`src/rtl/mem_pkg.sv`:
```
// Shared definitions for the unified memory arbiter.
// State encoding and default bus widths.
package mem_pkg;

  localparam int AW_DEF = 32;
  localparam int DW_DEF = 32;

  typedef enum logic [2:0] {
    IDLE,
    I_REQ,
    I_WAIT,
    D_REQ,
    D_WAIT
  } state_e;

endpackage

```
`src/rtl/mem_watchdog.sv`:
```
// Load-clear cycle counter with a terminal flag.
// Flags the TIMEOUT-th consecutive enabled cycle.
module mem_watchdog #(
  parameter int TIMEOUT = 255
) (
  input  logic clk,
  input  logic reset,
  input  logic clr,
  input  logic en,
  output logic tc
);

  localparam int CW = $clog2(TIMEOUT + 1);

  logic [CW-1:0] cnt;

  assign tc = en && (cnt == CW'(TIMEOUT - 1));

  // count busy cycles, restart on every state entry
  always_ff @(posedge clk or negedge reset) begin
    if (!reset) begin
      cnt <= '0;
    end else if (clr) begin
      cnt <= '0;
    end else if (en && !tc) begin
      cnt <= cnt + 1'b1;
    end
  end

endmodule

```
`src/rtl/unified_mem_arbiter.sv`:
```
// Fetch/data arbiter for a single-ported unified memory.
// One outstanding transaction, data port has priority.
module unified_mem_arbiter
  import mem_pkg::*;
#(
  parameter int AW      = AW_DEF,
  parameter int DW      = DW_DEF,
  parameter int TIMEOUT = 255
) (
  input  logic          clk,
  input  logic          reset,
  input  logic          ireq,
  input  logic [AW-1:0] iaddr,
  output logic [DW-1:0] irdata,
  output logic          ivalid,
  output logic          istall,
  input  logic          dreq,
  input  logic          dwe,
  input  logic [AW-1:0] daddr,
  input  logic [DW-1:0] dwdata,
  output logic [DW-1:0] drdata,
  output logic          dvalid,
  output logic          dstall,
  output logic          mem_req,
  output logic          mem_we,
  output logic [AW-1:0] mem_addr,
  output logic [DW-1:0] mem_wdata,
  input  logic          mem_gnt,
  input  logic          mem_rvalid,
  input  logic [DW-1:0] mem_rdata,
  output logic          bus_err
);

  state_e state;

  logic busy;
  logic in_req;
  logic in_wait;
  logic is_i;
  logic is_d;
  logic done_ok;
  logic tmo;
  logic fin;
  logic wd_clr;

  assign busy    = (state != IDLE);
  assign in_req  = (state == I_REQ) || (state == D_REQ);
  assign in_wait = (state == I_WAIT) || (state == D_WAIT);
  assign is_i    = (state == I_REQ) || (state == I_WAIT);
  assign is_d    = (state == D_REQ) || (state == D_WAIT);

  assign done_ok = mem_rvalid && (in_wait || (in_req && mem_gnt));
  assign fin     = busy && (done_ok || tmo);

  assign ivalid = fin && is_i;
  assign dvalid = fin && is_d;
  assign irdata = (ivalid && done_ok) ? mem_rdata : '0;
  assign drdata = (dvalid && done_ok) ? mem_rdata : '0;
  assign istall = ireq && !ivalid;
  assign dstall = dreq && !dvalid;

  assign wd_clr = !busy || (in_req && mem_gnt) || fin;

  mem_watchdog #(
    .TIMEOUT(TIMEOUT)
  ) u_wd (
    .clk  (clk),
    .reset(reset),
    .clr  (wd_clr),
    .en   (busy),
    .tc   (tmo)
  );

  // transaction sequencer with registered memory-side outputs
  always_ff @(posedge clk or negedge reset) begin
    if (!reset) begin
      state     <= IDLE;
      mem_req   <= 1'b0;
      mem_we    <= 1'b0;
      mem_addr  <= '0;
      mem_wdata <= '0;
      bus_err   <= 1'b0;
    end else begin
      if (fin && !done_ok) begin
        bus_err <= 1'b1;
      end
      unique case (state)
        IDLE: begin
          if (dreq) begin
            mem_req   <= 1'b1;
            mem_we    <= dwe;
            mem_addr  <= daddr;
            mem_wdata <= dwdata;
            state     <= D_REQ;
          end else if (ireq) begin
            mem_req  <= 1'b1;
            mem_we   <= 1'b0;
            mem_addr <= iaddr;
            state    <= I_REQ;
          end
        end
        I_REQ, D_REQ: begin
          if (fin) begin
            mem_req <= 1'b0;
            state   <= IDLE;
          end else if (mem_gnt) begin
            mem_req <= 1'b0;
            state   <= is_i ? I_WAIT : D_WAIT;
          end
        end
        I_WAIT, D_WAIT: begin
          if (fin) begin
            state <= IDLE;
          end
        end
        default: begin
          state   <= IDLE;
          mem_req <= 1'b0;
        end
      endcase
    end
  end

endmodule

```
`config.mk`:
```
export PLATFORM = sky130hd
export DESIGN_NAME = unified_mem_arbiter
export DESIGN_NICKNAME = d
export VERILOG_FILES = /design/src/rtl/mem_pkg.sv /design/src/rtl/mem_watchdog.sv /design/src/rtl/unified_mem_arbiter.sv
export SDC_FILE = /design/constraint.sdc
export NUM_CORES = 1
export LEC_CHECK = 0
export ABC_AREA = 0
export BUFFER_PORTS_ARGS = -buffer_cell sky130_fd_sc_hd__buf_2
export CELL_PAD_IN_SITES_DETAIL_PLACEMENT = 1
export CELL_PAD_IN_SITES_GLOBAL_PLACEMENT = 2
export CORE_MARGIN = 10
export CORE_UTILIZATION = 23
export DETAILED_ROUTE_END_ITERATION = 10
export PLACE_DENSITY = 0.87
export SLEW_MARGIN = 20
export SYNTH_ARGS = -nofsm -noshare
export SYNTH_HDL_FRONTEND = slang
export SYNTH_SLANG_ARGS = --single-unit
```
`constraint.sdc`:
```
create_clock -name clk -period 2.2 [get_ports clk]
set_input_delay 0.44 -clock clk [delete_from_list [all_inputs] [get_ports clk]]
set_output_delay 0.44 -clock clk [all_outputs]
set_load 0.01 [all_outputs]
```
### Word-level counts from Yosys, hierarchy flattened

Index checks and enable logic that the tools add are counted.

| storage, ports and cells | value |
|---|---|
| input bits | 135 |
| flip-flop bits (word level) | 78 |
| logic and storage cells | 72 |

| cells by class | value |
|---|---|
| reductions and logical operators | 35 |
| equality and inequality tests | 8 |
| $add $sub $neg | 1 |
| muxes and demuxes | 20 |
| bitwise operators | 1 |

Operator list:

| kind | count |
|---|---|
| $mux 32 | 4 |
| $mux 3 | 6 |
| $mux 8 | 2 |
| $logic_and 1x1->1 | 12 |
| $pmux 3 s3 | 1 |
| $add 8x1->8 const B | 1 |
| $eq 8x8->1 const B | 1 |
| $logic_or 1x1->1 | 8 |
| $eq 3x2->1 const B | 2 |
| $mux 1 | 6 |
| $ne 3x3->1 const B | 2 |
| $reduce_and 3->1 | 2 |
| $logic_not 1->1 | 5 |
| $reduce_and 2->1 | 2 |
| $reduce_bool 2->1 | 2 |
| $reduce_or 2->1 | 2 |
| $eq 3x1->1 const B | 1 |
| $eq 3x3->1 const B | 1 |
| $logic_not 3->1 | 1 |
| $pmux 1 s3 | 1 |
| $reduce_bool 3->1 | 1 |
| $ne 2x2->1 const B | 1 |
| $not 1->1 | 1 |

### Longest topological paths before layout

Gate-level depths: netlist (run 1).

| depth | value |
|---|---|
| depth after elaboration | 10 |
| gate-level depth with buffers | 7 |
| gate-level depth less buffers | 5 |

### Modules after synthesis

Synthesis (run 1) repeated with hierarchy kept, for this count alone.

| second synthesis, totals | value |
|---|---|
| cell total of the unflattened synthesis | 377 |
| area total of the unflattened synthesis | 4067.7 µm² |

Modules (own cells, without submodules):

| module | times used | cells an instance | seq. area each (µm²) | area each (µm²) |
|---|---|---|---|---|
| unified_mem_arbiter | 1 | 329 | 1751.7 | 3560.9 |
| mem_watchdog | 1 | 48 | 200.2 | 506.7 |

### Worst setup path after synthesis (run 1)

No wires, ideal clock.

| timing | value |
|---|---|
| kind | reg-to-output |
| from | register state[0] |
| to | output dstall |
| arrival time | 1.504 ns |
| slack | 0.256 ns |
| path buffers | 0 |
| required time | 1.760 ns |
| stages on the path, launching flop included | 5 |
| cells stage by stage | dfrtp_1 > mux2_4 > o211ai_4 > a21oi_1 > nor2b_1 |

| on the way | value |
|---|---|
| longest elaborated chain between the ends | 10 |
| elaborated cells between the ends (all ways) | 17 |
| classes of those cells | eq/ne: 4; reduce/logical: 13 |

Ends and longest elaborated chain:

| element | line | text |
|---|---|---|
| start, declared | unified_mem_arbiter.sv:34 | `state_e state;` |
| start signal, assigned | unified_mem_arbiter.sv:108 | `state <= is_i ? I_WAIT : D_WAIT;` |
| $eq 3x1->1 / $eq 3x2->1 (equally long branches) | unified_mem_arbiter.sv:47, unified_mem_arbiter.sv:50 |  |
| $logic_or 1x1->1 | unified_mem_arbiter.sv:47 | `assign in_req = (state == I_REQ) \|\| (state == D_REQ);` |
| $logic_and 1x1->1 | unified_mem_arbiter.sv:52 | `assign done_ok = mem_rvalid && (in_wait \|\| (in_req && mem_gnt));` |
| $logic_or 1x1->1 | unified_mem_arbiter.sv:52 |  |
| $logic_and 1x1->1 | unified_mem_arbiter.sv:52 |  |
| $logic_or 1x1->1 | unified_mem_arbiter.sv:53 | `assign fin = busy && (done_ok \|\| tmo);` |
| $logic_and 1x1->1 | unified_mem_arbiter.sv:53 |  |
| $logic_and 1x1->1 * | unified_mem_arbiter.sv:56 | `assign dvalid = fin && is_d;` |
| net dvalid | unified_mem_arbiter.sv:22 | `output logic dvalid,` |
| $logic_not 1->1 * | unified_mem_arbiter.sv:60 | `assign dstall = dreq && !dvalid;` |
| $logic_and 1x1->1 * | unified_mem_arbiter.sv:60 |  |
| end, declared | unified_mem_arbiter.sv:23 | `output logic dstall,` |

The timed path passes the listed nets; every way through them passes the cells marked *.

### Worst setup path in the final report (run 1)

| timing | value |
|---|---|
| from | register state[0] |
| to | output drdata[29] |

| on the way | value |
|---|---|
| longest elaborated chain between the ends | 10 |
| elaborated cells between the ends (all ways) | 17 |
| classes of those cells | eq/ne: 4; mux: 1; reduce/logical: 12 |

Ends and longest elaborated chain:

| element | line | text |
|---|---|---|
| $eq 3x1->1 / $eq 3x2->1 (equally long branches) | unified_mem_arbiter.sv:47, unified_mem_arbiter.sv:50 |  |
| $logic_or 1x1->1 | unified_mem_arbiter.sv:47 |  |
| $logic_and 1x1->1 | unified_mem_arbiter.sv:52 |  |
| $logic_or 1x1->1 | unified_mem_arbiter.sv:52 |  |
| $logic_and 1x1->1 | unified_mem_arbiter.sv:52 |  |
| $logic_or 1x1->1 | unified_mem_arbiter.sv:53 |  |
| $logic_and 1x1->1 | unified_mem_arbiter.sv:53 |  |
| $logic_and 1x1->1 | unified_mem_arbiter.sv:56 |  |
| $logic_and 1x1->1 * | unified_mem_arbiter.sv:58 | `assign drdata = (dvalid && done_ok) ? mem_rdata : '0;` |
| $mux 32 * | unified_mem_arbiter.sv:58 |  |
| end, declared | unified_mem_arbiter.sv:21 | `output logic [DW-1:0] drdata,` |

Mark *: on every way between the ends. The rest lies on a longest branch, timed or not.

==> results.md, run 1 <==
* Outcome: complete, but fails checks
* Failing checks: negative setup slack
* First-pass GRT wire length at 21160 um
* Worst-Skew Late Latency at 0.33 ns
* Num CTS Buffers at 9
* Critical path capture point type: output pin
* Die Footprint at 0.02302 mm^2
* Clock tree root buffer cell: clkbuf_16
* Syn_nets at 501
* First DRT Iteration DRCs at 56
* FF+latch count, synth at 78
* Instance count on the critical path at 6
* Initial core utilization at 0.2324
* DR WL/cell at 16.72 um
* Die Y at 151.7 um
* CTS tree: done
* Remaining antenna violation count at 0
* Combinational share of power at 0.460
* Setup ws final at -0.1323 ns
* Crit share post-route at 1.060
* Arrival @ worst endpoint at 1.89 ns
* Clock tree buffer depth at 2
* Area Growth Syn to Fin at 52.92%
* Area of the core at 0.01718 mm^2
* F_max at 0.4288 GHz
* Unrepaired setup endpoints after global routing: true
* Worst-path cell chain: mux2_4, o211ai_4, nor2_4, buf_12, and2_1, buf_2
* Share of post-route cells with drive strength above 1 at 0.5557
* Reg2Reg Depth at 6
* Slowest-stage cell, CP: dfrtp_2
* GRT overflow at 0
* CP delay by family, top: flip-flops
* Worst Path Max Fanout at 32
* Switching share of power at 0.3723
* DRC errors left at 0
* Startpoint class of the critical path: flip-flop
* Clock sinks at 78
* NetSw at 2.720 mW
* Power per cell area at 1197 mW/mm^2
* WHS at 0.04498 ns
* Critical Path RT at 1.76 ns
* Part of the power in registers at 0.332
* Syn avg cell area at 10.97 um^2
* Register area share after synthesis at 0.4890
* Worst VDD drop at 455.8 uV
* Clk network pwr share at 0.208
* Hold Violations, Final at 0
* Critical path class: reg -> out
* Vias/cell at 4.258
* Post-detail-place hpwl at 12030 um
* Post-synthesis cell count at 364
* CP peak stage delay at 0.42 ns
* Final Setup Violations at 67
* CTS Hold Bufs at 0
* Vias in the first global route at 3982
* Vias at 3709
* Ys Warns at 0
* Total power at 7.306 mW
* Internal power at 4.586 mW
* Least-Margin Pin Slew at 0.4299 ns
* Die X-Extent at 151.7 um
* Pre-antenna DRT Iters at 4
* Placed Area at 0.005644 mm^2
* Buffers & Inverters on Critical Path at 2
* Port buffer count at 269
* Area of the mapped netlist at 0.003991 mm^2
* Clk pin slew, worst setup/hold paths at 0.06 ns
* Min Tclk post-route at 2.332 ns
* GRT Total Usage at 0.1168
* Routability congestion estimate at 0.9051
* Design Area, Final at 0.006103 mm^2
* Diodes inserted at 0
* Type of the most critical hold path: in -> async
* Slew HR at 0.7134
* Initial antenna violation count at 0
* Fin. max-slew vios at 0
* H-tree depth at 3
* Yosys cell types at 38
* Clk_skew at 0.009209 ns
* Nets at 778
* # IOs at 270
* Leakage power at 3.250 nW
* Largest net degree at the start of global routing at 66
* Site Rows at 48
* WL final at 14560 um
* # Max-Cap Violations at 0
registers in the layout (all words and copies together), names as in the netlist:
| signal | count |
|---|---|
| mem_req | 1 |
| bus_err | 1 |
| u_wd.cnt | 8 |
| mem_wdata | 32 |
| state | 3 |
| mem_addr | 32 |
| mem_we | 1 |
stage by stage:
step	instances	utilization	setup TNS [ns]	setup WS [ns]
2_1_floorplan	364	-	0	0.2558
3_3_place_gp	851	0.3286	0	0.1234
3_5_place_dp	851	0.3286	0	0.09285
4_1_cts	871	0.3497	-11.12	-0.1847
5_1_grt	871	0.3553	-13.22	-0.2152
6_report	871	0.3553	-7.667	-0.1323
kinds of logic (layout without fill, tap and decap cells):
group	Yosys count	in the layout	share of synthesized area
flip-flops	78	78	0.4890
buffers and inverters	29	311	0.04953
adder cells (fa/ha/maj)	2	2	0.006269
multiplexers	67	67	0.1793
XOR/XNOR	7	7	0.01536
AO/OA/AOI/OAI	49	49	0.07743
AND/OR/NAND/NOR	132	132	0.1831
cell type report:
| cell class | instances | area [um^2] |
|---|---|---|
| fill | 2049 | 11070 |
| sequential | 78 | 1956 |
| multi-input combinational | 257 | 1883 |
| timing repair buffer | 290 | 1657 |
| tap | 225 | 281.5 |
| clock buffer | 10 | 239.0 |
| clock inverter | 6 | 68.82 |
| inverter | 5 | 18.77 |
path summary, 6_finish.rpt:
path / start / to / slack (ns)
max reg2reg: state[0]$_DFFE_PN0P_ / mem_wdata[5]$_DFFE_PN0P_ / 0.35
min reg2reg: mem_addr[6]$_DFFE_PN0P_ / mem_addr[6]$_DFFE_PN0P_ / 0.47
max: state[0]$_DFFE_PN0P_ / drdata[29] / -0.13
min in group clk: dwe / mem_we$_DFFE_PN0P_ / 0.33
max in group asynchronous: reset / state[1]$_DFFE_PN0P_ / 1.60
min: reset / mem_addr[14]$_DFFE_PN0P_ / 0.04
Yosys cell counts (all sizes together):
master / instances / area [um^2]
a21o: 1 / 7.510
a21oi: 3 / 15.01
a22o: 1 / 8.760
a22oi: 1 / 7.510
a31oi: 2 / 12.51
and2: 66 / 412.9
and2b: 1 / 7.510
and3: 1 / 6.260
and4: 1 / 8.760
buf: 18 / 156.4
clkbuf: 6 / 22.52
dfrtp: 78 / 1952
ha: 2 / 25.02
inv: 5 / 18.77
mux2: 33 / 375.4
mux2i: 34 / 340.3
nand2: 35 / 131.4
nand3: 4 / 20.02
nand4: 3 / 25.02
nor2: 14 / 67.56
nor2b: 3 / 18.77
nor3: 3 / 26.28
o211a: 2 / 20.02
o211ai: 2 / 42.54
o21ai: 35 / 182.7
o22ai: 2 / 12.51
or3: 1 / 6.260
xnor2: 1 / 8.760
xor2: 6 / 52.55
what timing repair did:
| action | in CTS | in global routing |
|---|---|---|
| pin swaps | 1 | 2 |
| setup buffers | 4 | 0 |
| setup endpoints to repair | 68 | 68 |
| gates resized for setup | 7 | 20 |
power groups by stage:
| stage | Clock, mW | Sequential [mW] | Combinational, mW |
|---|---|---|---|
| 2_1_floorplan | 0 | 2.73 | 1.57 |
| 3_3_place_gp | 0 | 2.42 | 3.26 |
| 3_5_place_dp | 0 | 2.47 | 3.30 |
| 4_1_cts | 1.58 | 2.44 | 3.39 |
| 5_1_grt | 1.65 | 2.51 | 3.73 |
| 6_report | 1.52 | 2.42 | 3.36 |
layout by cell type (no fill, tap or decap), types with 3 or more instances in the layout:
cell type,n
buf_2,254
dfrtp_1,75
and2_1,61
nand2_1,34
mux2i_1,34
mux2_2,32
o21ai_0,32
buf_4,17
buf_6,14
nor2_1,12
clkbuf_16,9
xor2_1,6
inv_1,5
and2_4,5
buf_12,5
nand3_1,4
a21oi_1,3
dfrtp_2,3
routing by layer:
layer / track usage / up-vias / wire length [um]
met5: 0 / - / 0
met4: 0.03670 / 0 / 242
met3: 0.05524 / 12 / 1860
met2: 0.2039 / 179 / 7136
met1: 0.1215 / 1734 / 5322
li1: - / 1784 / -
(Power assumes the default switching activity.)
==> run 2, diff against run 1 <==
--- a/config.mk
+++ b/config.mk
@@ -12,8 +12,9 @@
 export CORE_MARGIN = 10
 export CORE_UTILIZATION = 23
 export DETAILED_ROUTE_END_ITERATION = 10
-export PLACE_DENSITY = 0.87
+export PLACE_DENSITY = 0.86
 export SLEW_MARGIN = 20
 export SYNTH_ARGS = -nofsm -noshare
 export SYNTH_HDL_FRONTEND = slang
+export SYNTH_HIERARCHICAL = 1
 export SYNTH_SLANG_ARGS = --single-unit
==> results.md, run 2 <==
* Initial core utilization at 0.2352 (+0.002799)
* Die X-Extent at 153.0 um (+0.82%)
* CTS tree: done
* Num CTS Buffers at 9 (unchanged)
* Yosys cell types at 49 (+29%)
* Critical R2R Launch: state[2]$_DFFE_PN0P_
* # Max-Cap Violations at 0 (unchanged)
* Outcome: complete, but fails checks
* First DRT Iteration DRCs at 184 (+230%)
* GRT Total Usage at 0.1310 (+0.01422)
* Register area share after synthesis at 0.4799 (-0.009176)
* Die Y at 153.0 um (+0.82%)
* Syn_nets at 514 (+2.6%)
* Post-synthesis cell count at 377 (+3.6%)
* NetSw at 2.850 mW (+4.8%)
* Crit share post-route at 1.101 (+0.04044)
* Area of the mapped netlist at 0.004068 mm^2 (+1.9%)
* Arrival @ worst endpoint at 1.98 ns (+0.09 ns)
* Nets at 803 (+3.2%)
* Leakage power at 3.241 nW (-0.28%)
* GRT overflow at 0 (unchanged)
* Worst R2R End: u_wd/cnt[0]$_DFFE_PN0P_
* Min Tclk post-route at 2.421 ns (+0.08897 ns)
* Clk pin slew, worst setup/hold paths at 0.06 ns (about the same)
* Yosys top cell area share at 0.4799 (-0.009176)
* Post-synth top area cell: dfrtp_1
* Setup TNS at -10.34 ns (-2.673 ns)
* Worst-Skew Late Latency at 0.34 ns (about the same)
* Clk_skew at 0.007517 ns (-0.001692 ns)
* WHS at 0.02370 ns (-0.02128 ns)
* # IOs at 270 (unchanged)
* Ys flop type: dfrtp_1
* Fin util at 0.3618 (+0.006502)
* Fin. max-slew vios at 0 (unchanged)
* Design Area, Final at 0.006259 mm^2 (+2.5%)
* Area Growth Syn to Fin at 53.86%
* Vias in the first global route at 4300 (+8.0%)
* Hold Violations, Final at 0 (unchanged)
* Startpoint class of the critical path: flip-flop
* Ys Warns at 6 (+6)
* Combinational share of power at 0.476 (+0.016)
* Site Rows at 48 (unchanged)
* H-tree depth at 3 (unchanged)
* Port buffer count at 269 (unchanged)
* Final Setup Violations at 68 (+1.5%)
* Critical path class: reg -> out
* Part of the power in registers at 0.323 (-0.009)
* Critical Path RT at 1.76 ns (about the same)
* Total power at 7.438 mW (+1.8%)
* Commonest non-fill, non-tap cell in the layout: buf_2
* Die Footprint at 0.02340 mm^2 (+1.7%)
* Post-detail-place hpwl at 12390 um (+3.0%)
* Routability congestion estimate at 0.7975 (-12%)
* FF+latch count, synth at 78 (unchanged)
* Switching share of power at 0.3832 (+0.01090)
* Initial antenna violation count at 0 (unchanged)
* Clock tree root buffer cell: clkbuf_16
* Share of post-route cells with drive strength above 1 at 0.5164 (-0.03931)
* Clock sinks at 78 (unchanged)
* Most frequent cells in the layout: 267 x buf_2, 78 x dfrtp_1, 63 x and2_1
* F_max at 0.4130 GHz (-3.7%)
* DRC errors left at 0 (unchanged)
* Internal power at 4.588 mW (about the same)
* Placed Area at 0.005744 mm^2 (+1.8%)
* Largest net degree at the start of global routing at 64 (-3.0%)
* Synth top cells by count: 78 x dfrtp_1, 64 x and2_1, 41 x nor2_1, 40 x a21oi_1, 32 x mux2i_1
* Clock tree buffer depth at 2 (unchanged)
* Most frequent cell after synthesis: dfrtp_1
* Worst Path Max Fanout at 3 (-91%)
* Worst VDD drop at 414.5 uV (-9.1%)
* Remaining antenna violation count at 0 (unchanged)
* Slew HR at 0.6582 (-0.05512)
* Area of the core at 0.01730 mm^2 (+0.70%)
* Post-synth EDFFs at 0 (unchanged)
* Main area contributors after synthesis: dfrtp_1 48%, and2_1 9.8%, mux2_1 8.0%
* Type of the most critical hold path: in -> async
* Setup ws final at -0.2213 ns (-0.08897 ns)
* Syn avg cell area at 10.79 um^2 (-1.6%)
* Failing checks: negative setup slack
* First-pass GRT wire length at 24700 um (+17%)
* CTS Hold Bufs at 0 (unchanged)
* Asr flop ratio synth at 1.000 (unchanged)
* Critical path capture point type: output pin
* Unrepaired setup endpoints after global routing: true
* Vias at 3858 (+4.0%)
* Diodes inserted at 0 (unchanged)
* DR WL/cell at 17.76 um (+6.2%)
* Clk network pwr share at 0.201 (-0.007)
* Pre-antenna DRT Iters at 4 (unchanged)
* Power per cell area at 1188 mW/mm^2 (-0.72%)
* Least-Margin Pin Slew at 0.5126 ns (+0.08268 ns)
* Largest registers: mem_addr (32), mem_wdata (32), u_wd/cnt (8)
* Vias/cell at 4.311 (+1.2%)
* WL final at 15900 um (+9.2%)
* Reg2Reg Depth at 7 (+1)
* Setup slack, reg-to-reg at 0.08 ns (-0.27 ns)
[run 2: cell count changes after synthesis, sizes merged, moves of 4 or more]
cell	before	now
nor3	3	7
xor2	6	0
a21oi	3	40
nor2	14	43
nand2b	0	4
nand2	35	3
o21ai	35	3
[run 2: worst max path at each step]
stage / to / slack (ns) / startpoint / cells after the start
6_report: dstall / -0.22 / u_wd/cnt[0]$_DFFE_PN0P_ / 9
5_1_grt: dstall / -0.32 / u_wd/cnt[0]$_DFFE_PN0P_ / 9
4_1_cts: dstall / -0.23 / state[1]$_DFFE_PN0P_ / 7
3_5_place_dp: dstall / 0.05 / u_wd/cnt[0]$_DFFE_PN0P_ / 9
3_3_place_gp: dstall / 0.07 / u_wd/cnt[0]$_DFFE_PN0P_ / 9
2_1_floorplan: dstall / 0.0004 / u_wd/cnt[0]$_DFFE_PN0P_ / 8
[run 2: per-stage QoR]
| stage | std cells | setup slack (ns) |
|---|---|---|
| final | 895 | -0.2213 |
| after global routing | 895 | -0.3204 |
| after CTS | 888 | -0.2321 |
| after detailed placement | 866 | 0.04578 |
| after global placement | 866 | 0.06671 |
| after floorplan | 377 | 0.0003910 |
[run 2: area by class of cell]
type | count | area [um^2]
Multi-Input combinational cell | 268 | 1983
Fill cell | 2064 | 11040
Inverter | 5 | 18.77
Clock buffer | 10 | 229.0
Timing Repair Buffer | 304 | 1734
Sequential cell | 78 | 1952
Clock inverter | 5 | 60.06
Tap cell | 225 | 281.5
[run 2: cell families after synthesis]
kind of cell    after synthesis  share of synthesized area
buf+inv                      31                    0.04860
xor+xnor                      1                   0.002154
flops                        78                     0.4799
fa+ha+maj                     3                   0.008612
mux                          67                     0.1775
compound gates               61                    0.09289
simple gates                136                     0.1904
[run 2: per-layer routing]
| layer | GRT usage | wire [um] | vias to the layer above |
|---|---|---|---|
| li1 | - | - | 1869 |
| met1 | 0.1434 | 6222 | 1839 |
| met2 | 0.2293 | 8287 | 133 |
| met3 | 0.05303 | 1145 | 17 |
| met4 | 0.03497 | 242 | 0 |
| met5 | 0 | 0 | - |
[run 2: worst max-delay path, stage by stage (launching register included)]
cell and delay (ns):
dfrtp_1 0.40, inv_2 0.08, ha_4 0.12, and4_4 0.22
and3_4 0.20, inv_2 0.04, a21bo_2 0.22, o21ai_2 0.17
nor2_1 0.05, buf_2 0.14
[run 2: power by group through the flow]
stage               combinational [mW]  clock (mW)  sequential (mW)
floorplan                         1.58           0             2.72
global placement                  3.33           0             2.38
detailed placement                3.40           0             2.42
CTS                               3.49        1.57             2.41
global route                      3.90        1.63             2.50
finish                            3.54        1.50             2.40
[run 2: timing repair]
| item | in CTS | in global routing |
|---|---|---|
| gates cloned | 0 | 3 |
| setup buffers | 7 | 4 |
| gates resized for setup | 8 | 11 |
| pin swaps | 6 | 8 |
| endpoints found under the setup margin | 68 | 69 |
